File: src/rtl/cam_frame_writer_if.sv
// Write-burst handshake between cam_frame_writer (master) and the sdram_top write port (slave).
interface cam_frame_writer_if;
    logic        wr_sdram_req;
    logic        wr_sdram_ack;
    logic [23:0] wr_sdram_add;

    modport master (
        output wr_sdram_req,
        output wr_sdram_add,
        input  wr_sdram_ack
    );

    modport slave (
        input  wr_sdram_req,
        input  wr_sdram_add,
        output wr_sdram_ack
    );
endinterface

File: src/rtl/cam_frame_writer.sv
// Issues one SDRAM write burst per camera row while the write FIFO holds enough data.
// Frames start on the VSYNC falling edge; tracks per-frame burst counts and FIFO overflow.
module cam_frame_writer #(
    parameter int unsigned BURST_LEN      = 512,
    parameter int unsigned ROWS_PER_FRAME = 750,
    parameter int unsigned LEVEL_TH       = 512,
    parameter int unsigned OVF_TH         = 2040
) (
    input  logic                      clk,
    input  logic                      rst_n,
    input  logic                      enable,
    input  logic                      cam_vsyn,
    input  logic [1:0]                cam_bank,
    input  logic [10:0]               fifo_used,
    cam_frame_writer_if.master        sdram,
    output logic                      clear_fifo,
    output logic                      frame_done,
    output logic [12:0]               burst_cnt_r,
    output logic                      overflow
);

    // Column field is one full burst wide and always starts at 0.
    localparam int unsigned ColBits = $clog2(BURST_LEN);
    localparam logic [10:0] LevelTh = 11'(LEVEL_TH);
    localparam logic [10:0] OvfTh   = 11'(OVF_TH);
    localparam logic [12:0] RowsMax = 13'(ROWS_PER_FRAME);

    typedef enum logic [2:0] {StIdle, StArm, StReq, StCool, StDone} state_e;

    state_e      state_q, state_d;
    logic        v1, v2;
    logic        lvl_ok_d1, lvl_ok_d2;
    logic        ovf_d1, ovf_d2;
    logic        cool_q;
    logic        start_pend;
    logic [12:0] row_q;
    logic [12:0] count_q;
    logic [1:0]  bank_q;

    logic        fstart;
    logic        start_now;
    logic        ack_in_req;
    logic [12:0] row_next;
    logic        last_row;

    assign fstart     = ~v1 & v2;
    // A start seen during REQ is deferred until the burst has been acked.
    assign start_now  = (state_q != StReq) & (fstart | start_pend);
    assign ack_in_req = (state_q == StReq) & sdram.wr_sdram_ack;
    assign row_next   = row_q + 13'd1;
    assign last_row   = (row_next == RowsMax);

    always_ff @(posedge clk or negedge rst_n) begin
        if (!rst_n) begin
            state_q <= StIdle;
        end else begin
            state_q <= state_d;
        end
    end

    always_comb begin
        state_d = state_q;
        if (start_now) begin
            state_d = StArm;
        end else begin
            unique case (state_q)
                StIdle: state_d = StIdle;
                StArm: begin
                    if (enable && lvl_ok_d2 && (row_q < RowsMax)) begin
                        state_d = StReq;
                    end
                end
                StReq: begin
                    if (ack_in_req) begin
                        state_d = last_row ? StDone : StCool;
                    end
                end
                StCool: begin
                    if (cool_q) begin
                        state_d = StArm;
                    end
                end
                StDone: state_d = StDone;
                default: state_d = StIdle;
            endcase
        end
    end

    always_comb begin
        sdram.wr_sdram_req = (state_q == StReq);
        sdram.wr_sdram_add = {bank_q, row_q, {ColBits{1'b0}}};
    end

    always_ff @(posedge clk or negedge rst_n) begin
        if (!rst_n) begin
            v1          <= 1'b0;
            v2          <= 1'b0;
            lvl_ok_d1   <= 1'b0;
            lvl_ok_d2   <= 1'b0;
            ovf_d1      <= 1'b0;
            ovf_d2      <= 1'b0;
            overflow    <= 1'b0;
            clear_fifo  <= 1'b0;
            frame_done  <= 1'b0;
            cool_q      <= 1'b0;
            start_pend  <= 1'b0;
            row_q       <= '0;
            count_q     <= '0;
            bank_q      <= '0;
            burst_cnt_r <= '0;
        end else begin
            v1         <= cam_vsyn;
            v2         <= v1;
            lvl_ok_d1  <= (fifo_used >= LevelTh);
            lvl_ok_d2  <= lvl_ok_d1;
            ovf_d1     <= (fifo_used >= OvfTh);
            ovf_d2     <= ovf_d1;
            overflow   <= overflow | ovf_d2;
            clear_fifo <= start_now;
            frame_done <= ack_in_req & last_row;
            cool_q     <= (state_q == StCool) & ~cool_q;

            if (start_now) begin
                row_q       <= '0;
                bank_q      <= cam_bank;
                burst_cnt_r <= count_q;
                count_q     <= '0;
                start_pend  <= 1'b0;
            end else begin
                if (ack_in_req) begin
                    row_q   <= row_next;
                    count_q <= count_q + 13'd1;
                end
                if ((state_q == StReq) && fstart) begin
                    start_pend <= 1'b1;
                end
            end
        end
    end

endmodule

File: src/flat_wrapper.sv
// flat-port wrapper written by rule: the top's interface ports become plain ports
module cam_frame_writer_flat 
#(
    parameter int unsigned BURST_LEN      = 512,
    parameter int unsigned ROWS_PER_FRAME = 750,
    parameter int unsigned LEVEL_TH       = 512,
    parameter int unsigned OVF_TH         = 2040
)
  (clk, rst_n, enable, cam_vsyn, cam_bank, fifo_used, clear_fifo, frame_done, burst_cnt_r, overflow, sdram_wr_sdram_req, sdram_wr_sdram_add, sdram_wr_sdram_ack);
  cam_frame_writer_if sdram_i ();
  input  logic clk;
  input  logic rst_n;
  input  logic enable;
  input  logic cam_vsyn;
  input  logic [1:0] cam_bank;
  input  logic [10:0] fifo_used;
  output logic clear_fifo;
  output logic frame_done;
  output logic [12:0] burst_cnt_r;
  output logic overflow;
  output wire logic [$bits(sdram_i.wr_sdram_req)-1:0] sdram_wr_sdram_req;
  output wire logic [$bits(sdram_i.wr_sdram_add)-1:0] sdram_wr_sdram_add;
  input wire logic [$bits(sdram_i.wr_sdram_ack)-1:0] sdram_wr_sdram_ack;
  assign sdram_wr_sdram_req = sdram_i.wr_sdram_req;
  assign sdram_wr_sdram_add = sdram_i.wr_sdram_add;
  assign sdram_i.wr_sdram_ack = sdram_wr_sdram_ack;
  cam_frame_writer #(.BURST_LEN(BURST_LEN), .ROWS_PER_FRAME(ROWS_PER_FRAME), .LEVEL_TH(LEVEL_TH), .OVF_TH(OVF_TH)) u_core (.clk(clk), .rst_n(rst_n), .enable(enable), .cam_vsyn(cam_vsyn), .cam_bank(cam_bank), .fifo_used(fifo_used), .sdram(sdram_i), .clear_fifo(clear_fifo), .frame_done(frame_done), .burst_cnt_r(burst_cnt_r), .overflow(overflow));
endmodule
File: config.mk
export PLATFORM = sky130hd
export DESIGN_NAME = cam_frame_writer_flat
export DESIGN_NICKNAME = d
export VERILOG_FILES = /design/src/rtl/cam_frame_writer_if.sv /design/src/rtl/cam_frame_writer.sv /design/src/flat_wrapper.sv
export SDC_FILE = /design/constraint.sdc
export NUM_CORES = 1
export LEC_CHECK = 0
export CAP_MARGIN = 25
export CORE_ASPECT_RATIO = 0.75
export CORE_MARGIN = 1.5
export CORE_UTILIZATION = 54
export CTS_CLUSTER_SIZE = 20
export DETAILED_ROUTE_END_ITERATION = 12
export PLACE_DENSITY = 0.85
export SLEW_MARGIN = 20
export SYNTH_ARGS = -nofsm -noshare
export SYNTH_HDL_FRONTEND = slang
export SYNTH_SLANG_ARGS = --single-unit
export TNS_END_PERCENT = 100
File: constraint.sdc
create_clock -name clk -period 5 [get_ports clk]
set_input_delay 1 -clock clk [delete_from_list [all_inputs] [get_ports clk]]
set_output_delay 1 -clock clk [all_outputs]
set_load 0.005 [all_outputs]
# Word level (Yosys, flattened, before mapping)
# Index checks and enable logic that the tools add are counted.
[word_totals]
input_bits = 18
output_inout_bits = 41
word_cells = 57
register_bits = 55
[classes]
order_cmp = 3
eq_ne = 9
muxes = 12
bitwise = 9
n_addsub = 2
reduce_logical = 6
[op_table]
columns = ["op", "count"]
rows = [
  ["$mux W13", 4],
  ["$add A13 B1 Y13 const B", 2],
  ["$mux W3", 5],
  ["$eq A13 B10 Y1 const B", 1],
  ["$lt A13 B10 Y1 const B", 1],
  ["$pmux W3 S4", 1],
  ["$ge A11 B10 Y1 const B", 1],
  ["$ge A11 B11 Y1 const B", 1],
  ["$ne A3 B1 Y1 const B", 3],
  ["$eq A3 B2 Y1 const B", 2],
  ["$and A1 B1 Y1", 5],
  ["$reduce_bool A2 Y1", 2],
  ["$eq A3 B1 Y1 const B", 1],
  ["$eq A3 B3 Y1 const B", 1],
  ["$logic_and A1 B1 Y1", 3],
  ["$ne A3 B2 Y1 const B", 1],
  ["$reduce_and A3 Y1", 1],
  ["$mux W1", 2],
  ["$not A1 Y1", 2],
  ["$or A1 B1 Y1", 2],
]

# Depth between registers and ports, before layout
[logic_depth]
word_depth = 6
depth_mapped = 8
ltp_nobuf = 7

# Worst setup path before layout
# Ideal clock, no wire load.
[synth_path]
path_kind = "register to register"
startpoint = "register u_core.row_q[0]"
endpoint = "register u_core.state_q[1]"
n_path_buf = 0
required_time_ns = 4.876
period_less_slack_ns = 1.980
path_slack_ns = 3.020
setup_time_ns = 0.124
arrival_ns = 1.856
path_stages_with_launch = 8
path_cell_list = "dfrtp_1 ha_1 and4_4 and3_4 nand3_4 a2111oi_4 a21oi_1 o21bai_1"
[synth_between]
elab_chain_cells = 6
word_cells_on_any_way = 10
classes_between = "add/sub: 1; order compare: 1; eq/ne: 2; mux: 4; reduce/logical: 2"
[synth_lines]
columns = ["item", "line_no", "text"]
rows = [
  ["start: declaration", "cam_frame_writer.sv:36", "logic [12:0] row_q;"],
  ["start signal: assignment", "cam_frame_writer.sv:131", "row_q <= row_next;"],
  ["$add A13 B1 Y13", "cam_frame_writer.sv:50", "assign row_next = row_q + 13'd1;"],
  ["$eq A13 B10 Y1", "cam_frame_writer.sv:51", "assign last_row = (row_next == RowsMax);"],
  ["$mux W3", "cam_frame_writer.sv:75", "state_d = last_row ? StDone : StCool;"],
  ["$mux W3", "cam_frame_writer.sv:74", "if (ack_in_req) begin"],
  ["$pmux W3 S4", "cam_frame_writer.sv:66", "unique case (state_q)"],
  ["$mux W3", "cam_frame_writer.sv:63", "if (start_now) begin"],
  ["end signal: assignment", "cam_frame_writer.sv:55", "state_q <= StIdle;"],
  ["end signal: assignment", "cam_frame_writer.sv:57", "state_q <= state_d;"],
  ["end: declaration", "cam_frame_writer.sv:30", "state_e state_q, state_d;"],
]
# Parallel ways exist; a longest one is shown, timed or not. The select of a mux whose other input is x is not followed.
# A chain may end at the register's enable or synchronous reset.

# Worst setup path after layout
[layout_path]
startpoint = "register u_core.state_q[1]"
endpoint = "output sdram_wr_sdram_req"
[layout_between]
elab_chain_cells = 1
[layout_lines]
columns = ["item", "line_no", "text"]
rows = [
  ["$eq A3 B2 Y1", "cam_frame_writer.sv:90", "sdram.wr_sdram_req = (state_q == StReq);"],
  ["end: declaration", "flat_wrapper.sv:21", "output wire logic [$bits(sdram_i.wr_sdram_req)-1:0] sdram_wr_sdram_req;"],
]
# Every way passes these cells.

==> results.toml <==
[run_status]
status = "complete, no violations"

[detailed_routing]
vias_per_cell = 5.44
routedWlPerCell_um = 15.0
drcViolationCount = 0
detail_route.iter0.violations = 94
routed_wl_um = 5230
ant_nets = 0
vias = 1894
dr.pass1.iters = 4

[synthesis]
ys_top_cells_by_area = "dfrtp_1, mux2_1, nor2_1, xor2_1, buf_4"
ys_warn_count = 0
yosysTopAreaCellShare_pct = 52.8
ys_types = 47
synthCells = 245
seq_area_frac_synth_pct = 52.8
synth_commonest_cells = "dfrtp_1, nor2_1, nand2_1"
ys.flop_type = "dfrtp_1"
syn_area_um2 = 2610
postSynth.asyncResetShare_pct = 100
avgSynthCellArea_um2 = 10.6
ys_seq_elements = 55
yosysTopAreaCell = "dfrtp_1"
synth_edf_count = 0
synth_most_common_cell = "dfrtp_1"

[min_path]
hp-class = "register to register"
min_from = "u_core.ovf_d1"
hold-path-cell-count = 0
hold_end = "u_core.ovf_d2"

[place]
place_ws_ns = 2.05
gp_congestion = 0.823
dp_hpwl_um = 3480
portBuffers = 46
place_area_um2 = 3070

[critical_path]
cp_data_required_time_ns = 4.00
r2r_start = "u_core.state_q[1]"
arrival_ns = 1.77
critPathMaxFanout = 5
endpoint_kind = "output pin"
cp-start-kind = "register"
crit_type = "register to output pin"
critical-path-max-stage-delay_ns = 0.50
worst-r2r-setup-slack_ns = 2.65
r2r_cells = 8
path_depth = 4
worstPathBufferInverterCount = 2
cp_slowest_cell = "clkdlybuf4s50_1"
crit_chain = "nor2b_1, nand2b_1, inv_2, clkdlybuf4s50_1"
cpLargestDelayFamily = "buffers and inverters"
rr_endpoint = "u_core.row_q[6]"

[power]
p_leak_nw = 1.41
p_switching_w = 0.000296
swShare_pct = 28.5
intPower_w = 0.000743
power_density_nw_per_um2 = 327
combPwrFrac_pct = 20.1
seqPwrFrac_pct = 50.7
ir_drop_mv = 0.225
clkPwrFrac_pct = 29.2

[grt]
grtUsageMet3_pct = 5.11
met2_usage_pct = 34.9
grt_usage_pct = 21.9
grt_max_degree = 56
grt_busiest_layer = "met2"
antenna_found_initial = 0
met1_usage_pct = 29.5
grt-ovfl-total = 0
grt_pass1_vias = 1858
grt_pass1_wl_um = 9180

[sta]
min_period_ns = 2.77
finalMaxSlewViolations = 0
rsz0062_at_grt = "false"
period_share_pct = 55.4
worst_pin_slew_ns = 0.837
setup_slack_ns = 2.23
finalSetupViolations = 0
max_freq_mhz = 361
hold_violations = 0
relSlewSlack_pct = 44.0
finalSetupTns_ns = 0
skew_ns = 0.00502

[cts]
cts_tree = "built"
clockBufferDepth = 2
cts_resized = 0
htree_levels = 2
cts.sinks = 55
insertion_delay_ns = 0.32
hold_buffers = 0
numCtsBuffers = 5
cts_root_buf = "clkbuf_8"
clk_pin_slew_ns = 0.10
cts_setup_buffers = 0

[final_layout]
final.fill_count = 335
fin_util_pct = 70.0
ff_latch_area_um2 = 1380
fin_area_um2 = 3180
syn_to_final_growth_pct = 21.9
multi_input_area_um2 = 1130
diodes = 0
drive_gt1_share_pct = 7.56
fin_nets = 311

[floorplanning]
ios = 59
die_x_um = 83.3
initial_utilization_pct = 57.4
num_rows = 21
fp.coreArea_um2 = 4550
die_h_um = 63.2
die-area_um2 = 5260

[run]
maxCapViolCount = 0
==> cell type report <==
type | count | share of cell area, %
clock inverter | 3 | 1.46
multi-input combinational | 176 | 35.6
tap | 57 | 2.24
sequential | 55 | 43.3
clock buffer | 5 | 2.16
timing repair buffer | 48 | 14.8
inverter | 4 | 0.472
==> metal layers <==
| metal | wire [µm] | vias up |
|---|---|---|
| met4 | 104 | 0 |
| li1 | - | 919 |
| met3 | 221 | 11 |
| met1 | 2450 | 918 |
| met2 | 2460 | 46 |
| met5 | 0 | - |
==> worst reg2reg max path, delay by kind of cell, from the launching register on <==
family,cells,cell delay [ns]
buffers and inverters,2,0.38
AOI/OAI and AO/OA,2,0.33
and+or+nand+nor,4,1.14
DFF,1,0.44
==> stage by stage <==
stage	hold WS, ns	total power [W]	cells
2_1_floorplan	0.331	0.000646	253
3_3_place_gp	0.331	0.000734	340
3_5_place_dp	0.340	0.000743	340
4_1_cts	0.364	0.00105	348
5_1_grt	0.382	0.00110	348
6_report	0.362	0.00104	348
==> logic make-up (layout without fill, tap and decap cells) <==
logic type / Yosys count / count (layout) / synth area share (%)
buf+inv: 22 / 60 / 5.08
compound gates: 43 / 43 / 10.1
other cells: 1 / 9 / 0.144
xor+xnor: 14 / 14 / 4.70
flops: 55 / 55 / 52.8
mux: 17 / 17 / 7.24
fa+ha+maj: 3 / 3 / 1.44
simple gates: 90 / 90 / 18.6
==> registers in the layout, summed over array words and instances, names as in the netlist, 2 cells and up <==
name                flops
u_core.state_q          3
u_core.burst_cnt_r     13
u_core.bank_q           2
u_core.row_q           13
u_core.count_q         13
==> cell usage in the layout (no fill, tap or decap), drive strengths merged, types with 2 or more instances in the layout <==
| cell | netlist | layout |
|---|---|---|
| o21ai | 22 | 22 |
| and4 | 3 | 3 |
| a21oi | 12 | 12 |
| ha | 3 | 3 |
| mux2i | 2 | 2 |
| buf | 15 | 3 |
| or2 | 2 | 2 |
| dfrtp | 55 | 55 |
| clkdlybuf4s50 | 0 | 45 |
| and3 | 6 | 6 |
| mux2 | 15 | 15 |
| nand2b | 5 | 5 |
| and2 | 3 | 3 |
| or3 | 2 | 2 |
| clkbuf | 3 | 5 |
| xor2 | 10 | 10 |
| nand3 | 9 | 9 |
| nand2 | 19 | 19 |
| xnor2 | 4 | 4 |
| nand4 | 7 | 7 |
| conb | 1 | 9 |
| inv | 4 | 5 |
| nor2b | 2 | 2 |
| nor2 | 26 | 26 |
==> worst max-delay path by stage <==
stage                       startpoint                 end  slack (ns)
floorplan           sdram_wr_sdram_ack     u_core.row_q[7]        3.02
global route         u_core.state_q[1]  sdram_wr_sdram_req        2.07
finish               u_core.state_q[1]  sdram_wr_sdram_req        2.23
CTS                  u_core.state_q[1]  sdram_wr_sdram_req        2.24
global placement    sdram_wr_sdram_ack     u_core.row_q[6]        2.05
detailed placement  sdram_wr_sdram_ack     u_core.row_q[6]        2.05
==> power groups by stage <==
stage | Clock [W] | Combinational [W] | Sequential [W]
2_1_floorplan | 0 | 0.000120 | 0.000526
3_3_place_gp | 0 | 0.000205 | 0.000529
3_5_place_dp | 0 | 0.000210 | 0.000533
4_1_cts | 0.000311 | 0.000212 | 0.000526
5_1_grt | 0.000332 | 0.000233 | 0.000535
6_report | 0.000303 | 0.000209 | 0.000527
Power figures use the tool's default switching activity.
